File: config.mk
export PLATFORM = sky130hd
export DESIGN_NAME = basic_axi4_lite_master_flat
export DESIGN_NICKNAME = d
export VERILOG_FILES = /design/src/rtl/basic_axi4_lite_master_if.sv /design/src/rtl/basic_axi4_lite_master.sv /design/src/flat_wrapper.sv
export SDC_FILE = /design/constraint.sdc
export NUM_CORES = 1
export LEC_CHECK = 0
export ABC_AREA = 1
export ABC_CLOCK_PERIOD_IN_PS = 3010
export BUFFER_PORTS_ARGS = -buffer_cell sky130_fd_sc_hd__buf_2
export CAP_MARGIN = 15
export CORE_ASPECT_RATIO = 0.75
export CORE_MARGIN = 1.5
export CORE_UTILIZATION = 50
export CTS_CLUSTER_SIZE = 30
export DETAILED_ROUTE_END_ITERATION = 8
export HOLD_SLACK_MARGIN = 0.03
export PLACE_DENSITY_LB_ADDON = 0.3
export SKIP_LAST_GASP = 1
export SLEW_MARGIN = 20
export SYNTH_ARGS = -nofsm -noshare
export SYNTH_HDL_FRONTEND = slang
export SYNTH_SLANG_ARGS = --single-unit
File: constraint.sdc
create_clock -name i_ACLK -period 3.01 [get_ports i_ACLK]
set_clock_uncertainty 0.2 [all_clocks]
set_input_delay 0.7525 -clock i_ACLK [delete_from_list [all_inputs] [get_ports i_ACLK]]
set_output_delay 0.7525 -clock i_ACLK [all_outputs]
set_load 0.005 [all_outputs]
File: src/rtl/basic_axi4_lite_master_if.sv
// AXI4-Lite bus bundle between basic_axi4_lite_master and a register slave.
// Signal names keep the master-side o_M_*/i_S_* naming so both ends read the same.
interface basic_axi4_lite_master_if #(
  parameter int p_ADDRESS_WIDTH = 2,
  parameter int p_DATA_WIDTH    = 8
);
  logic [p_ADDRESS_WIDTH-1:0] o_M_AWADDR;
  logic                       o_M_AWVALID;
  logic                       i_S_AWREADY;
  logic [p_DATA_WIDTH-1:0]    o_M_WDATA;
  logic                       o_M_WVALID;
  logic                       i_S_WREADY;
  logic [1:0]                 i_S_BRESP;
  logic                       i_S_BVALID;
  logic                       o_M_BREADY;
  logic [p_ADDRESS_WIDTH-1:0] o_M_ARADDR;
  logic                       o_M_ARVALID;
  logic                       i_S_ARREADY;
  logic [p_DATA_WIDTH-1:0]    i_S_RDATA;
  logic [1:0]                 i_S_RRESP;
  logic                       i_S_RVALID;
  logic                       o_M_RREADY;

  modport master (
    output o_M_AWADDR, o_M_AWVALID, o_M_WDATA, o_M_WVALID, o_M_BREADY,
           o_M_ARADDR, o_M_ARVALID, o_M_RREADY,
    input  i_S_AWREADY, i_S_WREADY, i_S_BRESP, i_S_BVALID,
           i_S_ARREADY, i_S_RDATA, i_S_RRESP, i_S_RVALID
  );

  modport slave (
    input  o_M_AWADDR, o_M_AWVALID, o_M_WDATA, o_M_WVALID, o_M_BREADY,
           o_M_ARADDR, o_M_ARVALID, o_M_RREADY,
    output i_S_AWREADY, i_S_WREADY, i_S_BRESP, i_S_BVALID,
           i_S_ARREADY, i_S_RDATA, i_S_RRESP, i_S_RVALID
  );
endinterface

File: src/rtl/basic_axi4_lite_master.sv
// Single-outstanding AXI4-Lite master: turns one user command into one AW/W/B or AR/R
// transaction and returns exactly one response per command.
module basic_axi4_lite_master #(
  parameter int p_ADDRESS_WIDTH = 2,
  parameter int p_DATA_WIDTH    = 8
) (
  input  logic                       i_ACLK,
  input  logic                       i_ARESET,
  input  logic                       i_CMD_VALID,
  output logic                       o_CMD_READY,
  input  logic                       i_CMD_WRITE,
  input  logic [p_ADDRESS_WIDTH-1:0] i_CMD_ADDR,
  input  logic [p_DATA_WIDTH-1:0]    i_CMD_WDATA,
  output logic                       o_RSP_VALID,
  input  logic                       i_RSP_READY,
  output logic                       o_RSP_WRITE,
  output logic [p_DATA_WIDTH-1:0]    o_RSP_RDATA,
  output logic [1:0]                 o_RSP_RESP,
  basic_axi4_lite_master_if.master   m_axi
);

  typedef enum logic [2:0] {
    IDLE, WR_ADDR_DATA, WR_RESP, RD_ADDR, RD_DATA, RSP
  } state_t;

  state_t                     state_q;
  logic [p_ADDRESS_WIDTH-1:0] awaddr_q, araddr_q;
  logic [p_DATA_WIDTH-1:0]    wdata_q, rsp_rdata_q;
  logic                       awvalid_q, wvalid_q, bready_q, arvalid_q, rready_q;
  logic                       rsp_valid_q, rsp_write_q;
  logic [1:0]                 rsp_resp_q;
  logic                       aw_done, w_done;

  // A channel is finished if it already handshook earlier or handshakes on this edge.
  assign aw_done = ~awvalid_q | m_axi.i_S_AWREADY;
  assign w_done  = ~wvalid_q  | m_axi.i_S_WREADY;

  assign o_CMD_READY = (state_q == IDLE) & ~i_ARESET;

  always_ff @(posedge i_ACLK) begin
    if (i_ARESET) begin
      state_q     <= IDLE;
      awaddr_q    <= '0;
      araddr_q    <= '0;
      wdata_q     <= '0;
      awvalid_q   <= 1'b0;
      wvalid_q    <= 1'b0;
      bready_q    <= 1'b0;
      arvalid_q   <= 1'b0;
      rready_q    <= 1'b0;
      rsp_valid_q <= 1'b0;
      rsp_write_q <= 1'b0;
      rsp_rdata_q <= '0;
      rsp_resp_q  <= 2'b00;
    end else begin
      case (state_q)
        IDLE: begin
          if (i_CMD_VALID) begin
            if (i_CMD_WRITE) begin
              awaddr_q  <= i_CMD_ADDR;
              wdata_q   <= i_CMD_WDATA;
              awvalid_q <= 1'b1;
              wvalid_q  <= 1'b1;
              state_q   <= WR_ADDR_DATA;
            end else begin
              araddr_q  <= i_CMD_ADDR;
              arvalid_q <= 1'b1;
              state_q   <= RD_ADDR;
            end
          end
        end
        WR_ADDR_DATA: begin
          if (awvalid_q && m_axi.i_S_AWREADY) awvalid_q <= 1'b0;
          if (wvalid_q && m_axi.i_S_WREADY)   wvalid_q  <= 1'b0;
          if (aw_done && w_done) begin
            bready_q <= 1'b1;
            state_q  <= WR_RESP;
          end
        end
        WR_RESP: begin
          if (m_axi.i_S_BVALID) begin
            rsp_resp_q  <= m_axi.i_S_BRESP;
            rsp_rdata_q <= '0;
            rsp_write_q <= 1'b1;
            bready_q    <= 1'b0;
            rsp_valid_q <= 1'b1;
            state_q     <= RSP;
          end
        end
        RD_ADDR: begin
          if (m_axi.i_S_ARREADY) begin
            arvalid_q <= 1'b0;
            rready_q  <= 1'b1;
            state_q   <= RD_DATA;
          end
        end
        RD_DATA: begin
          if (m_axi.i_S_RVALID) begin
            rsp_rdata_q <= m_axi.i_S_RDATA;
            rsp_resp_q  <= m_axi.i_S_RRESP;
            rsp_write_q <= 1'b0;
            rready_q    <= 1'b0;
            rsp_valid_q <= 1'b1;
            state_q     <= RSP;
          end
        end
        RSP: begin
          if (i_RSP_READY) begin
            rsp_valid_q <= 1'b0;
            state_q     <= IDLE;
          end
        end
        default: state_q <= IDLE;
      endcase
    end
  end

  assign m_axi.o_M_AWADDR  = awaddr_q;
  assign m_axi.o_M_AWVALID = awvalid_q;
  assign m_axi.o_M_WDATA   = wdata_q;
  assign m_axi.o_M_WVALID  = wvalid_q;
  assign m_axi.o_M_BREADY  = bready_q;
  assign m_axi.o_M_ARADDR  = araddr_q;
  assign m_axi.o_M_ARVALID = arvalid_q;
  assign m_axi.o_M_RREADY  = rready_q;

  assign o_RSP_VALID = rsp_valid_q;
  assign o_RSP_WRITE = rsp_write_q;
  assign o_RSP_RDATA = rsp_rdata_q;
  assign o_RSP_RESP  = rsp_resp_q;

endmodule

File: src/flat_wrapper.sv
// flat-port wrapper written by rule: the top's interface ports become plain ports
module basic_axi4_lite_master_flat 
#(
  parameter int p_ADDRESS_WIDTH = 2,
  parameter int p_DATA_WIDTH    = 8
)
  (i_ACLK, i_ARESET, i_CMD_VALID, o_CMD_READY, i_CMD_WRITE, i_CMD_ADDR, i_CMD_WDATA, o_RSP_VALID, i_RSP_READY, o_RSP_WRITE, o_RSP_RDATA, o_RSP_RESP, m_axi_o_M_AWADDR, m_axi_o_M_AWVALID, m_axi_o_M_WDATA, m_axi_o_M_WVALID, m_axi_o_M_BREADY, m_axi_o_M_ARADDR, m_axi_o_M_ARVALID, m_axi_o_M_RREADY, m_axi_i_S_AWREADY, m_axi_i_S_WREADY, m_axi_i_S_BRESP, m_axi_i_S_BVALID, m_axi_i_S_ARREADY, m_axi_i_S_RDATA, m_axi_i_S_RRESP, m_axi_i_S_RVALID);
  basic_axi4_lite_master_if #(.p_ADDRESS_WIDTH(p_ADDRESS_WIDTH), .p_DATA_WIDTH(p_DATA_WIDTH)) m_axi_i ();
  input  logic i_ACLK;
  input  logic i_ARESET;
  input  logic i_CMD_VALID;
  output logic o_CMD_READY;
  input  logic i_CMD_WRITE;
  input  logic [p_ADDRESS_WIDTH-1:0] i_CMD_ADDR;
  input  logic [p_DATA_WIDTH-1:0] i_CMD_WDATA;
  output logic o_RSP_VALID;
  input  logic i_RSP_READY;
  output logic o_RSP_WRITE;
  output logic [p_DATA_WIDTH-1:0] o_RSP_RDATA;
  output logic [1:0] o_RSP_RESP;
  output wire logic [$bits(m_axi_i.o_M_AWADDR)-1:0] m_axi_o_M_AWADDR;
  output wire logic [$bits(m_axi_i.o_M_AWVALID)-1:0] m_axi_o_M_AWVALID;
  output wire logic [$bits(m_axi_i.o_M_WDATA)-1:0] m_axi_o_M_WDATA;
  output wire logic [$bits(m_axi_i.o_M_WVALID)-1:0] m_axi_o_M_WVALID;
  output wire logic [$bits(m_axi_i.o_M_BREADY)-1:0] m_axi_o_M_BREADY;
  output wire logic [$bits(m_axi_i.o_M_ARADDR)-1:0] m_axi_o_M_ARADDR;
  output wire logic [$bits(m_axi_i.o_M_ARVALID)-1:0] m_axi_o_M_ARVALID;
  output wire logic [$bits(m_axi_i.o_M_RREADY)-1:0] m_axi_o_M_RREADY;
  input wire logic [$bits(m_axi_i.i_S_AWREADY)-1:0] m_axi_i_S_AWREADY;
  input wire logic [$bits(m_axi_i.i_S_WREADY)-1:0] m_axi_i_S_WREADY;
  input wire logic [$bits(m_axi_i.i_S_BRESP)-1:0] m_axi_i_S_BRESP;
  input wire logic [$bits(m_axi_i.i_S_BVALID)-1:0] m_axi_i_S_BVALID;
  input wire logic [$bits(m_axi_i.i_S_ARREADY)-1:0] m_axi_i_S_ARREADY;
  input wire logic [$bits(m_axi_i.i_S_RDATA)-1:0] m_axi_i_S_RDATA;
  input wire logic [$bits(m_axi_i.i_S_RRESP)-1:0] m_axi_i_S_RRESP;
  input wire logic [$bits(m_axi_i.i_S_RVALID)-1:0] m_axi_i_S_RVALID;
  assign m_axi_o_M_AWADDR = m_axi_i.o_M_AWADDR;
  assign m_axi_o_M_AWVALID = m_axi_i.o_M_AWVALID;
  assign m_axi_o_M_WDATA = m_axi_i.o_M_WDATA;
  assign m_axi_o_M_WVALID = m_axi_i.o_M_WVALID;
  assign m_axi_o_M_BREADY = m_axi_i.o_M_BREADY;
  assign m_axi_o_M_ARADDR = m_axi_i.o_M_ARADDR;
  assign m_axi_o_M_ARVALID = m_axi_i.o_M_ARVALID;
  assign m_axi_o_M_RREADY = m_axi_i.o_M_RREADY;
  assign m_axi_i.i_S_AWREADY = m_axi_i_S_AWREADY;
  assign m_axi_i.i_S_WREADY = m_axi_i_S_WREADY;
  assign m_axi_i.i_S_BRESP = m_axi_i_S_BRESP;
  assign m_axi_i.i_S_BVALID = m_axi_i_S_BVALID;
  assign m_axi_i.i_S_ARREADY = m_axi_i_S_ARREADY;
  assign m_axi_i.i_S_RDATA = m_axi_i_S_RDATA;
  assign m_axi_i.i_S_RRESP = m_axi_i_S_RRESP;
  assign m_axi_i.i_S_RVALID = m_axi_i_S_RVALID;
  basic_axi4_lite_master #(.p_ADDRESS_WIDTH(p_ADDRESS_WIDTH), .p_DATA_WIDTH(p_DATA_WIDTH)) u_core (.i_ACLK(i_ACLK), .i_ARESET(i_ARESET), .i_CMD_VALID(i_CMD_VALID), .o_CMD_READY(o_CMD_READY), .i_CMD_WRITE(i_CMD_WRITE), .i_CMD_ADDR(i_CMD_ADDR), .i_CMD_WDATA(i_CMD_WDATA), .o_RSP_VALID(o_RSP_VALID), .i_RSP_READY(i_RSP_READY), .o_RSP_WRITE(o_RSP_WRITE), .o_RSP_RDATA(o_RSP_RDATA), .o_RSP_RESP(o_RSP_RESP), .m_axi(m_axi_i));
endmodule
* Word-level counts from Yosys, hierarchy flattened
Cells that the tools add are included.
Word-level totals: input port bits 32, bits in registers 32, memories 0, bits in writable memories 0, output and inout port bits 30, latch bits 0, logic and storage cells 90, memory bits (read-only) 0
Cells by class: multiplexer cells 35, bitwise gates (word level) 7, $add $sub $neg 0, magnitude comparators 0, $mul 0, div/mod/pow operators 0, shift-type cells 0, reduce and logical (&&, ||, !) cells 20, eq/ne operators 15
Operators by type and width (number):
- $mux W3 | 6
- $pmux W3 S6 | 1
- $mux W8 | 2
- $pmux W8 S2 | 1
- $reduce_and A4 Y1 | 4
- $reduce_and A3 Y1 | 5
- $mux W1 | 14
- $ne A2 B2 Y1 const B | 7
- $pmux W1 S2 | 6
- $reduce_bool A2 Y1 | 5
- $eq A3 B2 Y1 const B | 2
- $eq A3 B3 Y1 const B | 2
- $mux W2 | 3
- $ne A2 B1 Y1 const B | 3
- $reduce_and A6 Y1 | 1
- $not A1 Y1 | 4
- $pmux W2 S2 | 1
- $eq A3 B1 Y1 const B | 1
- $logic_and A1 B1 Y1 | 3
- $logic_not A3 Y1 | 1
- $pmux W1 S3 | 1
- $reduce_bool A3 Y1 | 1
- $or A1 B1 Y1 | 2
- $and A1 B1 Y1 | 1

* Logic depth before layout (Yosys ltp)
Gate-level depths: netlist (run 1).
depth after elaboration 5, gate-level depth with buffers 10, depth with buffers taken out 10

* Worst setup path after synthesis (run 1)
No wires, ideal clock.
path type in2out, from input port i_ARESET, to output port o_CMD_READY, arrival 1387 ps, cell stages on the path 3, slack 671 ps, buffers on the path 2, data required time 2058 ps, cell sequence clkbuf_1 clkbuf_1 nor2_1
Between the ends: cells in the longest elaborated chain, start to end 2
RTL lines:
- from (decl) | line flat_wrapper.sv:10 | input logic i_ARESET;
- $not A1 Y1 | line basic_axi4_lite_master.sv:38 | assign o_CMD_READY = (state_q == IDLE) & ~i_ARESET;
- $and A1 B1 Y1 | line basic_axi4_lite_master.sv:38
- to (decl) | line flat_wrapper.sv:12 | output logic o_CMD_READY;
Every way passes these cells.

* Worst setup path in the final report (run 1)
from register u_core.state_q[2], to output port o_CMD_READY
Between the ends: cells in the longest elaborated chain, start to end 2
RTL lines:
- from (decl) | line basic_axi4_lite_master.sv:26 | state_t state_q;
- from (signal assigned) | line basic_axi4_lite_master.sv:42 | state_q <= IDLE;
- from (signal assigned) | line basic_axi4_lite_master.sv:64 | state_q <= WR_ADDR_DATA;
- from (signal assigned) | line basic_axi4_lite_master.sv:68 | state_q <= RD_ADDR;
- $logic_not A3 Y1 | line basic_axi4_lite_master.sv:38
- $and A1 B1 Y1 | line basic_axi4_lite_master.sv:38
Every way passes these cells.

==> results of run 1 <==
how the worst max path moves through the flow:
stage                 startpoint  slack (ns)                         to
6_report       u_core.state_q[2]        0.63                o_CMD_READY
5_1_grt        u_core.state_q[2]        0.54                o_CMD_READY
4_1_cts        u_core.state_q[2]        0.64                o_CMD_READY
3_5_place_dp         i_CMD_WRITE        0.89  u_core.m_axi.o_M_WDATA[2]
3_3_place_gp            i_ARESET        0.93                o_CMD_READY
2_1_floorplan           i_ARESET        0.67                o_CMD_READY
registers in the layout (all words and copies together) (netlist names), 2 cells and up:
| name | cells |
|---|---|
| u_core.o_RSP_RDATA | 8 |
| u_core.o_RSP_RESP | 2 |
| u_core.state_q | 3 |
| u_core.m_axi.o_M_AWADDR | 2 |
| u_core.m_axi.o_M_WDATA | 8 |
| u_core.m_axi.o_M_ARADDR | 2 |
cell families after synthesis:
group / count (synthesis)
buffers and inverters: 35
AO/OA/AOI/OAI: 42
flip-flops: 32
AND/OR/NAND/NOR: 88
area by class of cell:
cell class,count,area (µm²),area share (%)
flip-flops and latches,32,641,34.7
inverters,26,97.6,5.28
multi-input cells,130,626,33.9
repair buffers,62,313,16.9
clock inverters,1,30.0,1.62
clock buffers,7,96.3,5.21
well taps,36,45.0,2.44
placed cells by master (no fill, tap or decap), drive strengths merged, types with 5 or more instances in the layout:
cell type / instances
nor2: 28
nand3: 5
inv: 26
nand2: 42
nand4: 9
buf: 62
o21ai: 17
dfxtp: 32
clkbuf: 7
a21oi: 22
stage by stage:
step	util [%]	total power [mW]
3_5_place_dp	65.2	1.12
2_1_floorplan	-	0.964
3_3_place_gp	65.2	1.11
5_1_grt	69.9	1.68
4_1_cts	69.9	1.56
6_report	69.9	1.56
critical path, cell delays in order (launching register included):
cell and delay (ns):
dfxtp_1 0.60, inv_1 0.17, nand2_1 0.19, nor2_1 0.07, buf_2 0.12
power by group through the flow:
stage | Clock [mW] | Sequential (mW) | Combinational [mW]
final | 0.441 | 0.594 | 0.524
after floorplan | 0 | 0.590 | 0.374
after global routing | 0.466 | 0.607 | 0.602
after global placement | 0 | 0.599 | 0.513
after CTS | 0.446 | 0.592 | 0.524
after detailed placement | 0 | 0.600 | 0.522
routing by layer:
layer / routed length (µm) / up-vias
met4: 38 / 0
met2: 1440 / 43
met5: 0 / -
met1: 1610 / 612
li1: - / 748
met3: 197 / 5
==> flow_summary.toml, run 1 <==
[synth]
async_flop_share_pct = 0
netlist_instances = 197
ys.flop_type = "dfxtp_1"
syn_nets = 229
yosysTopAreaCell = "dfxtp_1"
synth_compound_area_share_pct = 15.7
avgSynthCellArea_um2 = 7.16
yosys_warnings = 0
synth.area.top_cells = "dfxtp_1, nand2_1, a21oi_1, nor2_1, inv_1"
synth_xor_area_share_pct = 0
synth_top_family_by_area = "simple AND/OR/NAND/NOR gates"
synthAdderAreaFrac_pct = 0
synth_mux_area_share_pct = 0
synth_cell_types = 22
syn_area_mm2 = 0.00141
synth_seq_cells = 32
synth_top_cell_area_share_pct = 45.4
synth-seq-area-share_pct = 45.4
yosys.area_share.simple_pct = 28.6
synth_most_common_cell = "nand2_1"
ys_top_cells_by_count = "nand2_1, dfxtp_1, nor2_1"
synth_edf_count = 0

[sta]
min_period_ns = 2.38
hold_viol = 0
slew_headroom_pct = 53.8
fin_ws_ns = 0.634
rsz0062_at_grt = "false"
worst_pin_slew_ns = 0.691
hold_ws_ns = 0.241
max_freq_mhz = 421
finalCritPeriodShare_pct = 78.9
slew_violations = 0
setup_tns_ns = 0
finalSetupViolations = 0

[worst_setup_path]
required_ns = 2.06
reg2reg_slack_ns = 0.90
critical_path_class = "flop to output port"
reg2regPathDepth = 6
cp-start-kind = "flop"
arrival_ns = 1.42
r2r_end = "u_core.m_axi.o_M_WDATA[4]"
crit_path_end_kind = "output port"
rr_startpoint = "u_core.state_q[2]"
crit_fanout = 11

[clock_network]
postCtsSetupRepairBufs = 0
path_clk_slew_ns = 0.06
postCtsHoldBufs = 0
cts_buffers = 5
h-tree-depth = 2
clock_latency_ns = 0.27
ctsResizeCount = 0
cts_buffer_depth = 2
tritoncts = "done"
clock-sinks = 32
cts_root_buf = "clkbuf_8"

[layout]
final_cells = 294
area_growth_pct = 30.9
fin_nets = 289
fillCellCount = 245
diodes = 0
design_area_mm2 = 0.00185
drive_above_1_share_pct = 31.0

[grt]
grt_max_degree = 23
use_met1_pct = 31.9
overflow = 0
antenna_found_initial = 0
grt_pass1_vias = 1250
grt_pass1_wl_um = 5580
grt_util_met3_pct = 6.00
grt_usage_pct = 22.4
busiest_layer = "met2"
grt_use_met2_pct = 33.3

[placement]
gp_congestion = 0.869
dp_hpwl_um = 2500
dpl-instance-area_mm2 = 0.00172
io_buffer_count = 61
dp_cells = 286
dp_slack_ns = 0.890

[hold_path]
hold_path_depth = 2
min_from = "u_core.m_axi.o_M_WDATA[0]"
hold_path_end = "u_core.m_axi.o_M_WDATA[0]"
min_path_type = "flop to flop"

[power_and_ir_drop]
pwr-share-clk_pct = 28.3
power_density_mw_per_mm2 = 844
power_leakage_nw = 0.925
power_frac_comb_pct = 33.6
p_int_mw = 1.01
ir_worst_vdd_uv = 413
switching_share_pct = 35.1
p_sw_mw = 0.548
power_frac_seq_pct = 38.1

[die]
core-area_mm2 = 0.00264
die_width_um = 64.4
die_area_mm2 = 0.00315
start_util_pct = 53.4
die_height_um = 49.0
rows = 16
ios = 62

[job]
maxCapViolCount = 0

[routing]
viasPerCell = 4.79
ant_nets = 0
wirelength_um = 3290
drc = 0
drt_iter0_drc = 101
wire_per_inst_um = 11.2
firstDrtPassIters = 6
vias = 1408

[outcome]
status = "finished clean"
Note: power is estimated with default switching activity, not from simulation.
==> run 2: changes to the inputs <==
--- a/config.mk
+++ b/config.mk
@@ -6,12 +6,12 @@
 export NUM_CORES = 1
 export LEC_CHECK = 0
 export ABC_AREA = 1
-export ABC_CLOCK_PERIOD_IN_PS = 3010
+export ABC_CLOCK_PERIOD_IN_PS = 2300
 export BUFFER_PORTS_ARGS = -buffer_cell sky130_fd_sc_hd__buf_2
 export CAP_MARGIN = 15
 export CORE_ASPECT_RATIO = 0.75
 export CORE_MARGIN = 1.5
-export CORE_UTILIZATION = 50
+export CORE_UTILIZATION = 46
 export CTS_CLUSTER_SIZE = 30
 export DETAILED_ROUTE_END_ITERATION = 8
 export HOLD_SLACK_MARGIN = 0.03
==> constraint.sdc (replaced) <==
create_clock -name i_ACLK -period 2.3 [get_ports i_ACLK]
set_clock_uncertainty 0.2 [all_clocks]
set_input_delay 0.575 -clock i_ACLK [delete_from_list [all_inputs] [get_ports i_ACLK]]
set_output_delay 0.575 -clock i_ACLK [all_outputs]
set_load 0.005 [all_outputs]
==> run 2 against run 1 <==
Via count fell by 0.36%. Final cell count is 1.0% higher. Power is 31% higher. First-iteration DRC count decreased by 17%. Highest routed layer unchanged. Sequential power rose by 30%. Sequential share of layout area fell by 0.19 points. Critical endpoint unchanged. Worst hold slack improved by 0.0025 ns. Non-clock buffer count grew 1.
==> flow_summary.toml, run 2 (synthesis results as in run 1) <==
[grt]
grt_pass1_vias = 1184
grt_max_degree = 23
overflow = 0
antenna_found_initial = 0
grt_pass1_wl_um = 5270
grt_usage_pct = 20.3

[sta]
finalSetupViolations = 0
slew_headroom_pct = 71.9
worst_pin_slew_ns = 0.419
min_period_ns = 2.14
rsz0062_at_grt = "false"
slew_violations = 0
max_freq_mhz = 467
hold_viol = 0
finalCritPeriodShare_pct = 93.1
setup_tns_ns = 0

[clock_network]
clock-sinks = 32
tritoncts = "done"
h-tree-depth = 2
cts_buffers = 5
path_clk_slew_ns = 0.06
ctsResizeCount = 0
cts_root_buf = "clkbuf_8"
cts_buffer_depth = 2
postCtsSetupRepairBufs = 0
postCtsHoldBufs = 0
clock_latency_ns = 0.28

[job]
maxCapViolCount = 0

[routing]
wire_per_inst_um = 10.9
drt_iter0_drc = 84
drc = 0
vias = 1403
firstDrtPassIters = 4
ant_nets = 0
viasPerCell = 4.72
wirelength_um = 3240

[die]
ios = 62
core-area_mm2 = 0.00294
rows = 17
die_width_um = 67.0
die_height_um = 51.0
die_area_mm2 = 0.00341
start_util_pct = 48.1

[hold_path]
min_path_type = "flop to flop"

[layout]
design_area_mm2 = 0.00186
fillCellCount = 278
fin_nets = 290
mostFrequentLayoutCell = "buf_2"
area_growth_pct = 31.6
drive_above_1_share_pct = 31.3
layout_common_cells = "buf_2, nand2_1, dfxtp_1"
diodes = 0

[power_and_ir_drop]
p_sw_mw = 0.717
power_mw = 2.04
power_frac_comb_pct = 33.8
power_leakage_nw = 0.929
ir_worst_vdd_uv = 509
switching_share_pct = 35.1
p_int_mw = 1.33
power_frac_seq_pct = 37.7
power_density_mw_per_mm2 = 1100
pwr-share-clk_pct = 28.5

[worst_setup_path]
cp-start-kind = "flop"
arrival_ns = 1.37
required_ns = 1.52
crit_fanout = 11
crit_path_end_kind = "output port"
reg2reg_slack_ns = 0.51
critical_path_class = "flop to output port"

[outcome]
status = "finished clean"

[placement]
io_buffer_count = 61
gp_congestion = 0.958
dpl-instance-area_mm2 = 0.00173
dp_hpwl_um = 2420
## run 2: cell types whose count changed in the layout (fill, tap and decap cells not counted)
cell,change
buf_4,+1
## run 2: worst paths after layout
kind / startpoint / to / cells after the start
max: u_core.state_q[2] / o_CMD_READY / 4
min: u_core.m_axi.o_M_WDATA[7] / u_core.m_axi.o_M_WDATA[7] / 2
max reg2reg: u_core.state_q[2] / u_core.m_axi.o_M_WDATA[4] / 7
min reg2reg: u_core.m_axi.o_M_WDATA[7] / u_core.m_axi.o_M_WDATA[7] / 2
## run 2: stage by stage
step | hold WS (ns) | worst slack, ns | utilization (%) | std cells
final | 0.244 | 0.158 | 63.3 | 297
after global routing | 0.276 | 0.0474 | 63.3 | 297
after CTS | 0.246 | 0.174 | 63.3 | 297
after detailed placement | 0.236 | 0.478 | 59.0 | 289
after global placement | 0.232 | 0.508 | 59.0 | 289
after floorplan | 0.240 | 0.316 | - | 197
## run 2: power by group through the flow
stage,clock [mW],sequential [mW],combinational [mW]
6_report,0.582,0.772,0.691
5_1_grt,0.616,0.788,0.798
4_1_cts,0.592,0.770,0.693
3_5_place_dp,0,0.780,0.689
3_3_place_gp,0,0.781,0.682
2_1_floorplan,0,0.772,0.490
## run 2: layout make-up
type / count / area (µm²) / share of cell area [%]
clock inverter: 1 / 30.0 / 1.62
multi-input combinational: 130 / 626 / 33.7
timing repair buffer: 63 / 320 / 17.2
clock buffer: 7 / 96.3 / 5.19
inverter: 26 / 97.6 / 5.25
tap: 38 / 47.5 / 2.56
sequential: 32 / 641 / 34.5
## run 2: critical path: stages, from the launching register on
cell,delay (ns)
dfxtp_1,0.57
inv_1,0.16
nand2_1,0.18
nor2_1,0.05
buf_2,0.13
## run 2: metal layers
metal  share of wire [%]  vias to the layer above  GRT usage, %
met5                   0                        -             0
met4                0.83                        0          6.12
met3                 6.3                        5          6.83
met2                  41                       35          28.3
met1                  52                      607          29.4
li1                    -                      756             -
==> run 3: changes to the inputs <==
--- a/config.mk
+++ b/config.mk
@@ -15,7 +15,7 @@
 export CTS_CLUSTER_SIZE = 30
 export DETAILED_ROUTE_END_ITERATION = 8
 export HOLD_SLACK_MARGIN = 0.03
-export PLACE_DENSITY_LB_ADDON = 0.3
+export PLACE_DENSITY = 0.85
 export SKIP_LAST_GASP = 1
 export SLEW_MARGIN = 20
 export SYNTH_ARGS = -nofsm -noshare
==> run 3 against run 2 <==
Critical path depth is the same. Largest cell class unchanged. Critical path type unchanged. Combinational power grew 0.6%. Highest routed layer unchanged. Sequential power is essentially flat. Critical endpoint unchanged. Core utilization shrank 1.2 points. Final cell count is the same. Clock power shrank 25%. Sequential share of layout area grew 0.64 points.
==> flow_summary.toml, run 3 (synthesis results as in run 1) <==
[worst_setup_path]
crit_path_end_kind = "output port"
required_ns = 1.52
arrival_ns = 1.39
critical_path_class = "flop to output port"
crit_fanout = 11
cp-start-kind = "flop"

[routing]
wire_per_inst_um = 11.1
ant_nets = 0
drc = 0
vias = 1420
viasPerCell = 4.78
drt_iter0_drc = 66
firstDrtPassIters = 4
wirelength_um = 3300

[die]
ios = 62
rows = 17
die_area_mm2 = 0.00341
core-area_mm2 = 0.00294
start_util_pct = 48.1
die_width_um = 67.0
die_height_um = 51.0

[clock_network]
tritoncts = "done"
cts_buffers = 5
postCtsHoldBufs = 0
h-tree-depth = 2
ctsResizeCount = 0
cts_root_buf = "clkbuf_8"
clock_latency_ns = 0.28
postCtsSetupRepairBufs = 0
clock-sinks = 32
cts_buffer_depth = 2
path_clk_slew_ns = 0.06

[grt]
overflow = 0
grt_usage_pct = 21.4
antenna_found_initial = 0
grt_pass1_vias = 1237
grt_max_degree = 18
grt_pass1_wl_um = 5490

[placement]
gp_congestion = 0.905
dpl-instance-area_mm2 = 0.00173
io_buffer_count = 61
dp_hpwl_um = 2480

[power_and_ir_drop]
power_density_mw_per_mm2 = 1040
power_leakage_nw = 0.915
ir_worst_vdd_uv = 536

[outcome]
status = "finished clean"

[layout]
final_core_util_pct = 62.1
area_growth_pct = 29.3
diodes = 0
drive_above_1_share_pct = 31.3
layout_common_cells = "buf_2, nand2_1, dfxtp_1"
design_area_mm2 = 0.00182
mostFrequentLayoutCell = "buf_2"
fin_nets = 290

[sta]
worst_pin_slew_ns = 0.496
hold_ws_ns = 0.245
finalSetupViolations = 0
slew_violations = 0
rsz0062_at_grt = "false"
slew_headroom_pct = 66.7
max_freq_mhz = 461
hold_viol = 0
min_period_ns = 2.17
setup_tns_ns = 0
finalCritPeriodShare_pct = 94.3

[hold_path]
min_path_type = "flop to flop"

[job]
maxCapViolCount = 0
[run 3: metrics by stage]
stage	total power [mW]	std cells	worst slack, ns
after global placement	1.45	289	0.514
after detailed placement	1.47	289	0.437
final	1.90	297	0.131
after floorplan	1.26	197	0.316
after CTS	1.90	297	0.173
after global routing	2.06	297	0.0166
[run 3: layout make-up]
class	count	area, µm²
Clock buffer	6	82.6
Clock inverter	2	10.0
Fill cell	273	1110
Inverter	26	97.6
Multi-Input combinational cell	130	626
Sequential cell	32	641
Tap cell	38	47.5
Timing Repair Buffer	63	320
[run 3: critical path, cell delays in order (launching register included)]
cell     delay [ns]
dfxtp_1        0.55
inv_1          0.17
nand2_1        0.19
nor2_1         0.08
buf_2          0.13
[run 3: per-layer routing]
metal	up-vias	global-route usage (%)	part of all wire, %
li1	754	-	-
met1	609	31.2	49
met2	50	29.3	43
met3	7	7.27	7.1
met4	0	6.80	1.5
met5	-	0	0
[run 3: path summary, 6_finish.rpt]
| kind | slack (ns) | startpoint | end | cells after the start |
|---|---|---|---|---|
| max | 0.13 | u_core.state_q[2] | o_CMD_READY | 4 |
| min | 0.24 | u_core.m_axi.o_M_WDATA[4] | u_core.m_axi.o_M_WDATA[4] | 2 |
| max reg2reg | 0.38 | u_core.state_q[2] | u_core.m_axi.o_M_WDATA[3] | 7 |
| min reg2reg | 0.24 | u_core.m_axi.o_M_WDATA[4] | u_core.m_axi.o_M_WDATA[4] | 2 |
[run 3: power by group]
part	switching [mW]	internal, mW	total, mW	leakage, nW
clock	0.196	0.238	0.435	0.0510
sequential	0.0912	0.682	0.773	0.261
combinational	0.431	0.264	0.695	0.603
total	0.719	1.18	1.90	0.915
